--- config.mk ---
export PLATFORM = sky130hd
export DESIGN_NAME = dvma_bus_arbiter
export DESIGN_NICKNAME = d
export VERILOG_FILES = /design/src/rtl/dvma_pkg.sv /design/src/rtl/dvma_rr_pick.sv /design/src/rtl/dvma_bus_arbiter.sv
export SDC_FILE = /design/constraint.sdc
export NUM_CORES = 1
export LEC_CHECK = 0
export CAP_MARGIN = 20
export CORE_MARGIN = 4
export CORE_UTILIZATION = 40
export CTS_BUF_LIST = sky130_fd_sc_hd__clkbuf_2
export DETAILED_ROUTE_END_ITERATION = 8
export PLACE_DENSITY = 0.67
export SLEW_MARGIN = 20
export SYNTH_ARGS = -nofsm -noshare
export SYNTH_HDL_FRONTEND = slang
export SYNTH_SLANG_ARGS = --single-unit
--- constraint.sdc ---
create_clock -name CLK -period 2.7 [get_ports CLK]
set_clock_uncertainty 0.2 [all_clocks]
set_input_delay 0.54 -clock CLK [delete_from_list [all_inputs] [get_ports CLK]]
set_output_delay 0.54 -clock CLK [all_outputs]
set_load 0.01 [all_outputs]
--- src/rtl/dvma_pkg.sv ---
// Shared types and constants for the DVMA bus arbiter.
//   state_t  : arbiter sequencer states
//   REQ_*    : bit positions of each requester in request/grant vectors
//   gnt_t    : one-hot owner {edma, xdma, refresh}
//   RR_*     : round-robin pointer encodings
package dvma_pkg;

  localparam int unsigned NREQ    = 3;
  localparam int unsigned REQ_REF = 0;
  localparam int unsigned REQ_X   = 1;
  localparam int unsigned REQ_E   = 2;

  typedef logic [NREQ-1:0] gnt_t;

  localparam gnt_t GNT_NONE = 3'b000;
  localparam gnt_t GNT_REF  = 3'b001;
  localparam gnt_t GNT_X    = 3'b010;
  localparam gnt_t GNT_E    = 3'b100;

  // Round-robin pointer: which DVMA requester is preferred next.
  localparam logic RR_X = 1'b0;
  localparam logic RR_E = 1'b1;

  typedef enum logic [2:0] {
    IDLE,
    BR,
    BGWAIT,
    XFER,
    END,
    HALT,
    BERR
  } state_t;

  // True when the owner is one of the burst-capable DVMA masters.
  function automatic logic is_dvma(input gnt_t g);
    return g[REQ_X] | g[REQ_E];
  endfunction

endpackage

--- src/rtl/dvma_rr_pick.sv ---
// Combinational owner picker: refresh always wins, otherwise the
// round-robin pointer chooses between xdma and edma.
//   req_i : request vector {edma, xdma, refresh}
//   rr_i  : preferred DVMA requester (RR_X / RR_E)
//   gnt_o : one-hot pick, zero when nothing is requested
module dvma_rr_pick
  import dvma_pkg::*;
(
  input  logic [2:0] req_i,
  input  logic       rr_i,
  output logic [2:0] gnt_o
);

  always_comb begin
    gnt_o = GNT_NONE;
    if (req_i[REQ_REF]) begin
      gnt_o = GNT_REF;
    end else if (rr_i == RR_X) begin
      if (req_i[REQ_X])      gnt_o = GNT_X;
      else if (req_i[REQ_E]) gnt_o = GNT_E;
    end else begin
      if (req_i[REQ_E])      gnt_o = GNT_E;
      else if (req_i[REQ_X]) gnt_o = GNT_X;
    end
  end

endmodule

--- src/rtl/dvma_bus_arbiter.sv ---
// 68010 bus-request/grant/acknowledge sequencer shared by refresh,
// Multibus DVMA (xdma) and Ethernet DVMA (edma). Runs bursts of strobed
// transfers per tenure and breaks Multibus deadlock with xhalt/xberr.
// Inputs : CLK, RESET (async, active-high), rreq/xreq/ereq requests,
//          p_bg grant, sas/sds bus strobes, sack acknowledge,
//          sysb Multibus busy, ben board bus enable.
// Outputs: p_br, p_back, p_as, fc1, gnt[2:0] {edma,xdma,refresh},
//          done pulse, xhalt, xberr -- all registered.
module dvma_bus_arbiter
  import dvma_pkg::*;
#(
  parameter int unsigned BG_TIMEOUT = 64,
  parameter int unsigned BURST_MAX  = 4,
  parameter int unsigned TO_W       = 7
) (
  input  logic       CLK,
  input  logic       RESET,
  input  logic       rreq,
  input  logic       xreq,
  input  logic       ereq,
  input  logic       p_bg,
  input  logic       sas,
  input  logic       sds,
  input  logic       sack,
  input  logic       sysb,
  input  logic       ben,
  output logic       p_br,
  output logic       p_back,
  output logic       p_as,
  output logic       fc1,
  output logic [2:0] gnt,
  output logic       done,
  output logic       xhalt,
  output logic       xberr
);

  localparam int unsigned BC_W = $clog2(BURST_MAX + 1);
  localparam logic [TO_W-1:0] TO_MAX = TO_W'(BG_TIMEOUT);
  localparam logic [BC_W-1:0] BC_MAX = BC_W'(BURST_MAX);

  state_t          state_q;
  gnt_t            owner_q;
  logic            rr_q;
  logic [TO_W-1:0] to_q;
  logic [BC_W-1:0] burst_q;

  logic            p_br_q;
  logic            p_back_q;
  logic            p_as_q;
  logic            fc1_q;
  gnt_t            gnt_q;
  logic            done_q;
  logic            xhalt_q;
  logic            xberr_q;

  logic [2:0]      req_vec;
  gnt_t            pick_gnt;
  logic            owner_req;
  logic [TO_W-1:0] to_d;
  logic [BC_W-1:0] burst_d;
  logic            deadlock;
  logic            more;

  assign req_vec = {ereq, xreq, rreq};

  dvma_rr_pick u_pick (
    .req_i (req_vec),
    .rr_i  (rr_q),
    .gnt_o (pick_gnt)
  );

  // Latched owner still requesting.
  assign owner_req = |(owner_q & req_vec);

  // Saturating grant-wait counter; the check uses the value this edge will load.
  assign to_d = (to_q == TO_MAX) ? to_q : to_q + TO_W'(1);

  // Multibus held by another master while the CPU is stuck mid-cycle
  // (or, for refresh, the board bus is disabled): grant will never come.
  assign deadlock = (to_d == TO_MAX) && sysb &&
                    (sds || (owner_q[REQ_REF] && !ben));

  assign burst_d = burst_q + BC_W'(1);

  // Burst continues only for DVMA owners still requesting, below the limit,
  // and with no refresh waiting (refresh preempts at transfer boundaries).
  assign more = is_dvma(owner_q) && owner_req && (burst_q < BC_MAX) && !rreq;

  // Sequencer with registered outputs.
  always_ff @(posedge CLK or posedge RESET) begin
    if (RESET) begin
      state_q  <= IDLE;
      owner_q  <= GNT_NONE;
      rr_q     <= RR_X;
      to_q     <= '0;
      burst_q  <= '0;
      p_br_q   <= 1'b0;
      p_back_q <= 1'b0;
      p_as_q   <= 1'b0;
      fc1_q    <= 1'b0;
      gnt_q    <= GNT_NONE;
      done_q   <= 1'b0;
      xhalt_q  <= 1'b0;
      xberr_q  <= 1'b0;
    end else begin
      done_q <= 1'b0;
      unique case (state_q)
        IDLE: begin
          if (|req_vec) begin
            owner_q <= pick_gnt;
            to_q    <= '0;
            burst_q <= '0;
            p_br_q  <= 1'b1;
            state_q <= BR;
          end
        end

        BR: begin
          to_q <= to_d;
          if (p_bg) begin
            state_q <= BGWAIT;
          end else if (!owner_req) begin
            p_br_q  <= 1'b0;
            owner_q <= GNT_NONE;
            state_q <= IDLE;
          end else if (deadlock) begin
            xhalt_q <= 1'b1;
            state_q <= HALT;
          end
        end

        // One cycle of xhalt alone before bus error joins it.
        HALT: begin
          xberr_q <= 1'b1;
          state_q <= BERR;
        end

        // Hold halt+berr until the CPU releases its address strobe.
        BERR: begin
          if (!sas) begin
            xhalt_q <= 1'b0;
            xberr_q <= 1'b0;
            to_q    <= '0;
            state_q <= BR;
          end
        end

        // Granted; wait for the CPU to finish its current cycle.
        BGWAIT: begin
          if (!sas && !sds) begin
            p_br_q   <= 1'b0;
            p_back_q <= 1'b1;
            p_as_q   <= 1'b1;
            gnt_q    <= owner_q;
            fc1_q    <= is_dvma(owner_q);
            state_q  <= XFER;
          end
        end

        XFER: begin
          if (sack) begin
            p_as_q  <= 1'b0;
            done_q  <= 1'b1;
            burst_q <= burst_d;
            state_q <= END;
          end
        end

        END: begin
          if (more) begin
            p_as_q  <= 1'b1;
            state_q <= XFER;
          end else begin
            p_back_q <= 1'b0;
            gnt_q    <= GNT_NONE;
            fc1_q    <= 1'b0;
            owner_q  <= GNT_NONE;
            if (owner_q[REQ_X])      rr_q <= RR_E;
            else if (owner_q[REQ_E]) rr_q <= RR_X;
            state_q  <= IDLE;
          end
        end

        default: state_q <= IDLE;
      endcase
    end
  end

  assign p_br   = p_br_q;
  assign p_back = p_back_q;
  assign p_as   = p_as_q;
  assign fc1    = fc1_q;
  assign gnt    = gnt_q;
  assign done   = done_q;
  assign xhalt  = xhalt_q;
  assign xberr  = xberr_q;

endmodule

==> impl_metrics.env, run 1 <==
export IMPL_multiInputGateArea_um2=914.6
export IMPL_ctsHoldBuffers=0
export IMPL_regArea_um2=675.6
export IMPL_avgSynthCellArea_um2=9.339
export IMPL_rsz0062_at_grt="false"
export IMPL_drive_gt1_frac=0.1300
export IMPL_fmax_ghz=0.4315
export IMPL_start_kind="flip-flop"
export IMPL_ios=21
export IMPL_power_density_nw_per_um2=927.1
export IMPL_crit_type="reg -> reg"
export IMPL_synth_edf_count=0
export IMPL_drc=0
export IMPL_cts_root_buf="clkbuf_2"
export IMPL_area_growth_pct=17.59
export IMPL_ant_nets=0
export IMPL_yosysTopAreaCellShare=0.4042
export IMPL_yosys_warnings=0
export IMPL_drt_pass1_iter_count=4
export IMPL_antenna_found_initial=0
export IMPL_finalSetupViolCount=0
export IMPL_yosysMostFrequentCell="dfrtp_1"
export IMPL_dieArea_um2=5277
export IMPL_syn_nets=193
export IMPL_chipHeight_um=72.65
export IMPL_grt_max_degree=28
export IMPL_grt_overflow=0
export IMPL_vias=1510
export IMPL_grt_pass1_vias=1530
export IMPL_cts_clk_slew_worst_paths_ps=280
export IMPL_row_count=23
export IMPL_crit_family="compound AO/OA/AOI/OAI gates"
export IMPL_final_nets=215
export IMPL_slew_violations=0
export IMPL_start_util=0.4149
export IMPL_synth_top_area_cell="dfrtp_1"
export IMPL_drv_cap=0
export IMPL_ys_flop_type="dfrtp_1"
export IMPL_vias_per_cell=6.040
export IMPL_numCtsBuffers=3
export IMPL_crit_path_cell_trace="inv_1 > ha_1 > or3b_2 > a211oi_1 > o2111ai_1 > a22oi_1"
export IMPL_max_slew_margin_rel=0.6030
export IMPL_cpMaxStageDelayCell="dfrtp_1"
export IMPL_syn_inst=179
export IMPL_grtUsageTotal=0.1719
export IMPL_critPathMaxStageDelay_ps=550
export IMPL_wirelength_um=4182
export IMPL_cp_num_buf_inv=1
export IMPL_worstPathRequired_ps=2840
export IMPL_die_x_um=72.65
export IMPL_final_cell_area_um2=1966
export IMPL_place_area_um2=1943
export IMPL_drt_initial_drc_count=134
export IMPL_yosysSeqAreaShare=0.4042
export IMPL_place_congestion=0.8622
export IMPL_synthTopCellsByArea="dfrtp_1, a21oi_1, a22o_1"
export IMPL_yosysUniqueCellTypes=57
export IMPL_end_kind="flip-flop"
export IMPL_power_leakage_nw=0.8098
export IMPL_fillers=378
export IMPL_min_period_over_period=0.8582
export IMPL_insertion_delay_ps=390
export IMPL_status="completed"
export IMPL_htreeDepth=1
export IMPL_post_dp_hpwl_um=3031
export IMPL_ys_top_cells_by_count="dfrtp_1, a21oi_1, nand2_1"
export IMPL_hold_path_class="in -> async"
export IMPL_crit_path_max_fanout=7
export IMPL_grt_pass1_wl_um=7176
export IMPL_cts_tree="built"
export IMPL_ir_worst_vdd_mv=0.3417
export IMPL_async_reset_ff_frac=1.000
export IMPL_io_buffers=20
export IMPL_cts_setup_buffers=0
export IMPL_diodes=0
export IMPL_crit_arrival_ps=2460
export IMPL_worst_slew_pin_slew_ps=595.6
export IMPL_mappedNetlistArea_um2=1672
export IMPL_clock_sinks=27
export IMPL_clockBufferDepth=2
export IMPL_finalCriticalPeriod_ps=2317
export IMPL_cts_resized=0
export IMPL_detail_route_wl_per_cell_um=16.73
export IMPL_hold_viol_final=0
export IMPL_ys_ff_latch=27
export IMPL_tns_ps=0
export IMPL_core_area_um2=4029
==> report_power, final <==
part | total (mW) | switching, mW | internal (mW)
Combinational | 0.949 | 0.483 | 0.466
Sequential | 0.707 | 0.179 | 0.528
Clock | 0.167 | 0.133 | 0.0343
==> worst paths after layout <==
check / startpoint / to / slack (ps) / cells past startpoint
max reg2reg: to_q[0] / state_q[2] / 380 / 6
max: to_q[0] / state_q[2] / 380 / 6
min reg2reg: fc1 / fc1 / 350 / 1
min: RESET / to_q[0] / 260 / 3
min in group CLK: fc1 / fc1 / 350 / 1
max in group asynchronous: RESET / owner_q[0] / 1770 / 3
==> registers in the layout (all words and copies together) (netlist names), 3 cells and up <==
register,flops
owner_q,3
state_q,3
burst_q,3
to_q,7
gnt,3
==> worst reg2reg max path, stage by stage (launching register included) <==
cell	delay [ps]
dfrtp_1	550
inv_1	100
ha_1	310
or3b_2	450
a211oi_1	250
o2111ai_1	190
a22oi_1	220
==> per-stage QoR <==
step / power (mW) / hold slack (ps) / util / std cells / setup WS (ps)
3_3_place_gp: 1.613 / 288.2 / 0.4823 / 246 / 171.7
4_1_cts: 1.823 / 264.5 / 0.4879 / 250 / 388.4
5_1_grt: 1.971 / 284.6 / 0.4879 / 250 / 225.3
2_1_floorplan: 1.329 / 276.7 / - / 179 / 566.5
6_report: 1.822 / 255.6 / 0.4879 / 250 / 382.7
3_5_place_dp: 1.657 / 287.3 / 0.4823 / 246 / 75.46
==> kinds of logic after synthesis <==
family	share of synthesized area
xor+xnor	0.01572
fa+ha+maj	0.02246
simple gates	0.2096
compound gates	0.2732
mux	0.02620
buf+inv	0.04865
flops	0.4042
==> placed cells by master (no fill, tap or decap), types with 3 or more instances in the layout <==
cell and count:
nand2b_1 3, clkdlybuf4s50_1 20, o22ai_1 3, dfrtp_1 27
clkbuf_2 3, and3_1 6, inv_1 8, or3_1 3
mux2_2 3, a22o_1 6, nand3b_1 3, nand2_1 12
buf_4 8, o21ai_0 5, a21oi_1 16, nor2b_1 3
nor3_1 6, o21a_1 3, ha_1 3, nor2_1 8
a211oi_1 4
==> cell type report <==
| class | count | area share |
|---|---|---|
| tap | 50 | 0.03183 |
| clock buffer | 3 | 0.007638 |
| inverter | 8 | 0.01528 |
| sequential | 27 | 0.3437 |
| timing repair buffer | 28 | 0.1324 |
| clock inverter | 1 | 0.003819 |
| multi-input combinational | 133 | 0.4653 |
==> routing by layer <==
layer	vias up	track usage	wire, um
li1	715	-	-
met1	747	0.2337	1991
met2	43	0.2615	1952
met3	5	0.02479	166
met4	0	0.09631	72
met5	-	0	0
Note: power is estimated with default switching activity, not from simulation.
==> run 2: changes to the inputs <==
--- a/config.mk
+++ b/config.mk
@@ -6,7 +6,6 @@
 export NUM_CORES = 1
 export LEC_CHECK = 0
 export CAP_MARGIN = 20
-export CORE_MARGIN = 4
 export CORE_UTILIZATION = 40
 export CTS_BUF_LIST = sky130_fd_sc_hd__clkbuf_2
 export DETAILED_ROUTE_END_ITERATION = 8
==> run 2 against run 1 <==
  * First-iteration DRC count is 1.5% higher
  * Setup slack gained 25 ps
  * Design area is 0.76% lower
  * Die area decreased by 16%
  * Power decreased by 1.3%
  * Critical path depth unchanged
  * Wire length shrank 5.6%
  * Count of clock-buffer cells in the layout unchanged
  * Sequential cell count unchanged
  * Hold slack improved by 24 ps
  * Largest power group unchanged
  * Highest routed layer unchanged
==> impl_metrics.env, run 2 (synthesized netlist as in run 1, its figures left out) <==
export IMPL_status="completed"
export IMPL_area_growth_pct=16.69
export IMPL_cts_clk_slew_worst_paths_ps=270
export IMPL_max_slew_margin_rel=0.5947
export IMPL_htreeDepth=1
export IMPL_grtUsageTotal=0.1957
export IMPL_antenna_found_initial=0
export IMPL_ant_nets=0
export IMPL_io_buffers=20
export IMPL_place_area_um2=1928
export IMPL_regMostFlops="to_q"
export IMPL_reg2reg_from="to_q[0]"
export IMPL_row_count=23
export IMPL_final_cell_area_um2=1951
export IMPL_wirelength_um=3946
export IMPL_grt_pass1_wl_um=6651
export IMPL_worst_slew_pin_slew_ps=607.9
export IMPL_vias=1470
export IMPL_dieArea_um2=4442
export IMPL_critPathMaxStageDelay_ps=510
export IMPL_core_area_um2=4000
export IMPL_start_kind="flip-flop"
export IMPL_tns_ps=0
export IMPL_ios=21
export IMPL_die_x_um=66.65
export IMPL_grt_pass1_vias=1399
export IMPL_start_util=0.4179
export IMPL_drt_initial_drc_count=136
export IMPL_drv_cap=0
export IMPL_cts_root_buf="clkbuf_2"
export IMPL_cts_resized=0
export IMPL_numCtsBuffers=3
export IMPL_fmax_ghz=0.4362
export IMPL_power_leakage_nw=0.8001
export IMPL_crit_family="compound AO/OA/AOI/OAI gates"
export IMPL_drc=0
export IMPL_multiInputGateArea_um2=914.6
export IMPL_cp_num_buf_inv=1
export IMPL_rsz0062_at_grt="false"
export IMPL_crit_path_cell_trace="inv_1 > ha_1 > or3b_2 > a211oi_1 > o2111ai_1 > a22oi_1"
export IMPL_worstPathRequired_ps=2810
export IMPL_crit_path_max_fanout=7
export IMPL_place_congestion=0.9004
export IMPL_power_density_nw_per_um2=922.0
export IMPL_final_nets=213
export IMPL_regArea_um2=675.6
export IMPL_final_cell_mix="dfrtp_1, clkdlybuf4s50_1, a21oi_1, nand2_1"
export IMPL_cp_depth=6
export IMPL_finalCriticalPeriod_ps=2293
export IMPL_cts_tree="built"
export IMPL_insertion_delay_ps=360
export IMPL_drive_gt1_frac=0.1212
export IMPL_reg2reg_depth=6
export IMPL_chipHeight_um=66.65
export IMPL_cpMaxStageDelayCell="dfrtp_1"
export IMPL_ctsHoldBuffers=0
export IMPL_post_dp_hpwl_um=2845
export IMPL_finalSetupViolCount=0
export IMPL_end_kind="flip-flop"
export IMPL_layout_cells_most_common="dfrtp_1"
export IMPL_vias_per_cell=5.927
export IMPL_slew_violations=0
export IMPL_diodes=0
export IMPL_place_ws_ps=62.73
export IMPL_crit_arrival_ps=2400
export IMPL_cts_setup_buffers=0
export IMPL_min_period_over_period=0.8491
export IMPL_largest_register_ffs=7
export IMPL_r2r_slack_ps=410
export IMPL_clock_sinks=27
export IMPL_fillers=396
export IMPL_final_cell_count_no_fill=248
export IMPL_drt_pass1_iter_count=6
export IMPL_timing_final_ws_setup_ps=407.3
export IMPL_clockBufferDepth=2
export IMPL_detail_route_wl_per_cell_um=15.91
export IMPL_hold_path_class="in -> async"
export IMPL_grt_max_degree=28
export IMPL_hold_viol_final=0
export IMPL_dp_cells=244
export IMPL_ir_worst_vdd_mv=0.4436
export IMPL_grt_overflow=0
export IMPL_crit_type="reg -> reg"
export IMPL_r2r_end="state_q[2]"
-- run 2: cell type report --
class / instances / share of cell area
Timing Repair Buffer: 26 / 0.1257
Inverter: 8 / 0.01539
Clock buffer: 3 / 0.007697
Sequential cell: 27 / 0.3464
Multi-Input combinational cell: 133 / 0.4689
Tap cell: 50 / 0.03207
Clock inverter: 1 / 0.003849
-- run 2: worst min-delay path, delay by kind of cell --
family	cells	cell delay (ps)
buffers and inverters	3	760
-- run 2: worst max-delay path by stage --
stage | from | end | slack [ps]
detailed placement | rreq | owner_q[0] | 60
global route | to_q[0] | xhalt | 300
floorplan | rreq | owner_q[0] | 570
finish | to_q[0] | state_q[2] | 410
global placement | rreq | owner_q[0] | 160
CTS | to_q[0] | state_q[2] | 420
-- run 2: through the flow --
stage	utilization	hold slack, ps	power (mW)
after floorplan	-	276.7	1.329
after global placement	0.4820	288.9	1.613
after detailed placement	0.4820	284.7	1.637
after CTS	0.4876	292.6	1.802
after global routing	0.4876	303.0	1.952
final	0.4876	279.7	1.798
-- run 2: power by group --
part | internal, mW | switching (mW)
Sequential | 0.528 | 0.171
Combinational | 0.465 | 0.471
Clock | 0.0343 | 0.129
Total | 1.03 | 0.771
-- run 2: layer usage --
layer / wire (um) / up-vias / track usage
met4: 46 / 0 / 0.05053
li1: - / 709 / -
met3: 187 / 6 / 0.02568
met1: 1891 / 709 / 0.2872
met2: 1821 / 46 / 0.2992
met5: 0 / - / 0
==> run 3: changes to the inputs <==
==> constraint.sdc (replaced) <==
create_clock -name CLK -period 2.2 [get_ports CLK]
set_clock_uncertainty 0.2 [all_clocks]
set_input_delay 0.44 -clock CLK [delete_from_list [all_inputs] [get_ports CLK]]
set_output_delay 0.44 -clock CLK [all_outputs]
set_load 0.01 [all_outputs]
==> run 3 against run 2 <==
  * Via count rose by 2.9%
  * Maximum frequency rose by 10%
  * Sequential cell count unchanged
  * Wire length grew 3.0%
  * Global-route usage increased by 1.1 points
  * Setup slack worse by 290 ps
  * Power grew 29%
  * Combinational power rose by 40%
  * Critical endpoint is now xhalt
==> impl_metrics.env, run 3 (synthesized netlist as in run 1, its figures left out) <==
export IMPL_status="completed"
export IMPL_dp_cells=256
export IMPL_clock_sinks=27
export IMPL_final_cell_mix="dfrtp_1, clkdlybuf4s50_1, buf_4, a21oi_1, nand2_1"
export IMPL_htreeDepth=1
export IMPL_end_kind="flip-flop"
export IMPL_wirelength_um=4064
export IMPL_start_kind="flip-flop"
export IMPL_drt_initial_drc_count=66
export IMPL_grt_overflow=0
export IMPL_detail_route_wl_per_cell_um=15.57
export IMPL_ant_nets=0
export IMPL_fillers=352
export IMPL_io_buffers=20
export IMPL_finalSetupViolCount=0
export IMPL_drive_gt1_frac=0.1801
export IMPL_hold_path_class="in -> async"
export IMPL_row_count=23
export IMPL_layout_cells_most_common="dfrtp_1"
export IMPL_insertion_delay_ps=390
export IMPL_largest_register_ffs=7
export IMPL_cts_tree="built"
export IMPL_clockBufferDepth=2
export IMPL_power_leakage_nw=0.8682
export IMPL_startpoint="to_q[0]"
export IMPL_vias_per_cell=5.797
export IMPL_hold_viol_final=0
export IMPL_dieArea_um2=4442
export IMPL_crit_path_max_fanout=2
export IMPL_drv_cap=0
export IMPL_tns_ps=0
export IMPL_place_congestion=0.8865
export IMPL_drt_pass1_iter_count=6
export IMPL_vias=1513
export IMPL_power_density_nw_per_um2=1132
export IMPL_slew_violations=0
export IMPL_ios=21
export IMPL_core_area_um2=4000
export IMPL_critPathCapture="xhalt"
export IMPL_antenna_found_initial=0
export IMPL_grtUsageTotal=0.2067
export IMPL_final_cell_count_no_fill=261
export IMPL_drc=0
export IMPL_grt_pass1_vias=1446
export IMPL_start_util=0.4179
export IMPL_final_nets=226
export IMPL_grt_max_degree=28
export IMPL_crit_arrival_ps=2220
export IMPL_r2r_slack_ps=120
export IMPL_finalCriticalPeriod_ps=2084
export IMPL_area_growth_pct=22.75
export IMPL_max_slew_margin_rel=0.6497
export IMPL_cts_clk_slew_worst_paths_ps=270
export IMPL_chipHeight_um=66.65
export IMPL_regMostFlops="to_q"
export IMPL_diodes=0
export IMPL_grt_pass1_wl_um=6920
export IMPL_reg2reg_depth=6
export IMPL_cts_root_buf="clkbuf_2"
export IMPL_finalPower_mw=2.323
export IMPL_worstPathRequired_ps=2330
export IMPL_fmax_ghz=0.4799
export IMPL_min_period_over_period=0.9471
export IMPL_ir_worst_vdd_mv=0.5538
export IMPL_rsz0062_at_grt="true"
export IMPL_r2r_end="xhalt"
export IMPL_crit_type="reg -> reg"
export IMPL_die_x_um=66.65
export IMPL_post_dp_hpwl_um=3056
export IMPL_worst_slew_pin_slew_ps=524.1
export IMPL_numCtsBuffers=3
export IMPL_reg2reg_from="to_q[0]"
[run 3: changes by cell type in the layout (fill, tap and decap cells not counted)]
cell / previous run / this run
clkinv_2: 0 / 1
nor4_2: 0 / 1
clkinvlp_4: 1 / 0
nor4_1: 2 / 1
buf_4: 6 / 19
[run 3: critical path, cell delays in order, from the launching register on]
cell and delay [ps]:
dfrtp_1 410, inv_1 60, ha_1 310, or3b_2 440, a211oi_1 230, o2111ai_1 180, a22oi_1 200
[run 3: worst min-delay path by stage]
stage                           from          to  slack, ps  cells past startpoint
final                          RESET  burst_q[0]        160                      3
after CTS                      RESET  burst_q[0]        170                      3
after global routing           RESET  burst_q[0]        200                      3
after floorplan           burst_q[0]  burst_q[0]        280                      1
after detailed placement        p_br        p_br        290                      1
after global placement        gnt[2]      gnt[2]        280                      1
[run 3: area by class of cell]
class	count	area [um^2]	share of cell area
Multi-Input combinational cell	133	920.9	0.4488
Sequential cell	27	675.6	0.3293
Timing Repair Buffer	39	342.8	0.1671
Tap cell	50	62.56	0.03049
Inverter	8	30.03	0.01463
Clock buffer	3	15.01	0.007317
Clock inverter	1	5.005	0.002439
[run 3: where the power goes]
| group | leakage, nW | switching (mW) | internal [mW] |
|---|---|---|---|
| clock network | 0.0164 | 0.163 | 0.0412 |
| registers | 0.358 | 0.161 | 0.648 |
| logic | 0.494 | 0.651 | 0.658 |
| total | 0.868 | 0.975 | 1.35 |
[run 3: per-stage QoR]
step / setup slack [ps] / hold slack, ps / utilization / instance area, um^2
CTS: 87.25 / 169.3 / 0.5095 / 2038
floorplan: 166.5 / 276.7 / - / 1672
global placement: -249.5 / 285.0 / 0.5045 / 2018
global route: -9.151 / 198.3 / 0.5130 / 2052
detailed placement: -347.9 / 293.6 / 0.5045 / 2018
finish: 116.4 / 162.7 / 0.5130 / 2052
[run 3: timing repair]
item / in CTS / in global routing
setup buffers: 0 / 1
setup endpoints to repair: 0 / 3
hold buffers: 0 / 0
resized for setup: 0 / 1
hold endpoints to repair: 0 / 0
[run 3: metal layers]
layer  global-route usage  part of all wire
met2               0.3270              0.47
met1               0.2827              0.49
met5                    0                 0
met4              0.07181             0.014
met3              0.03253             0.029
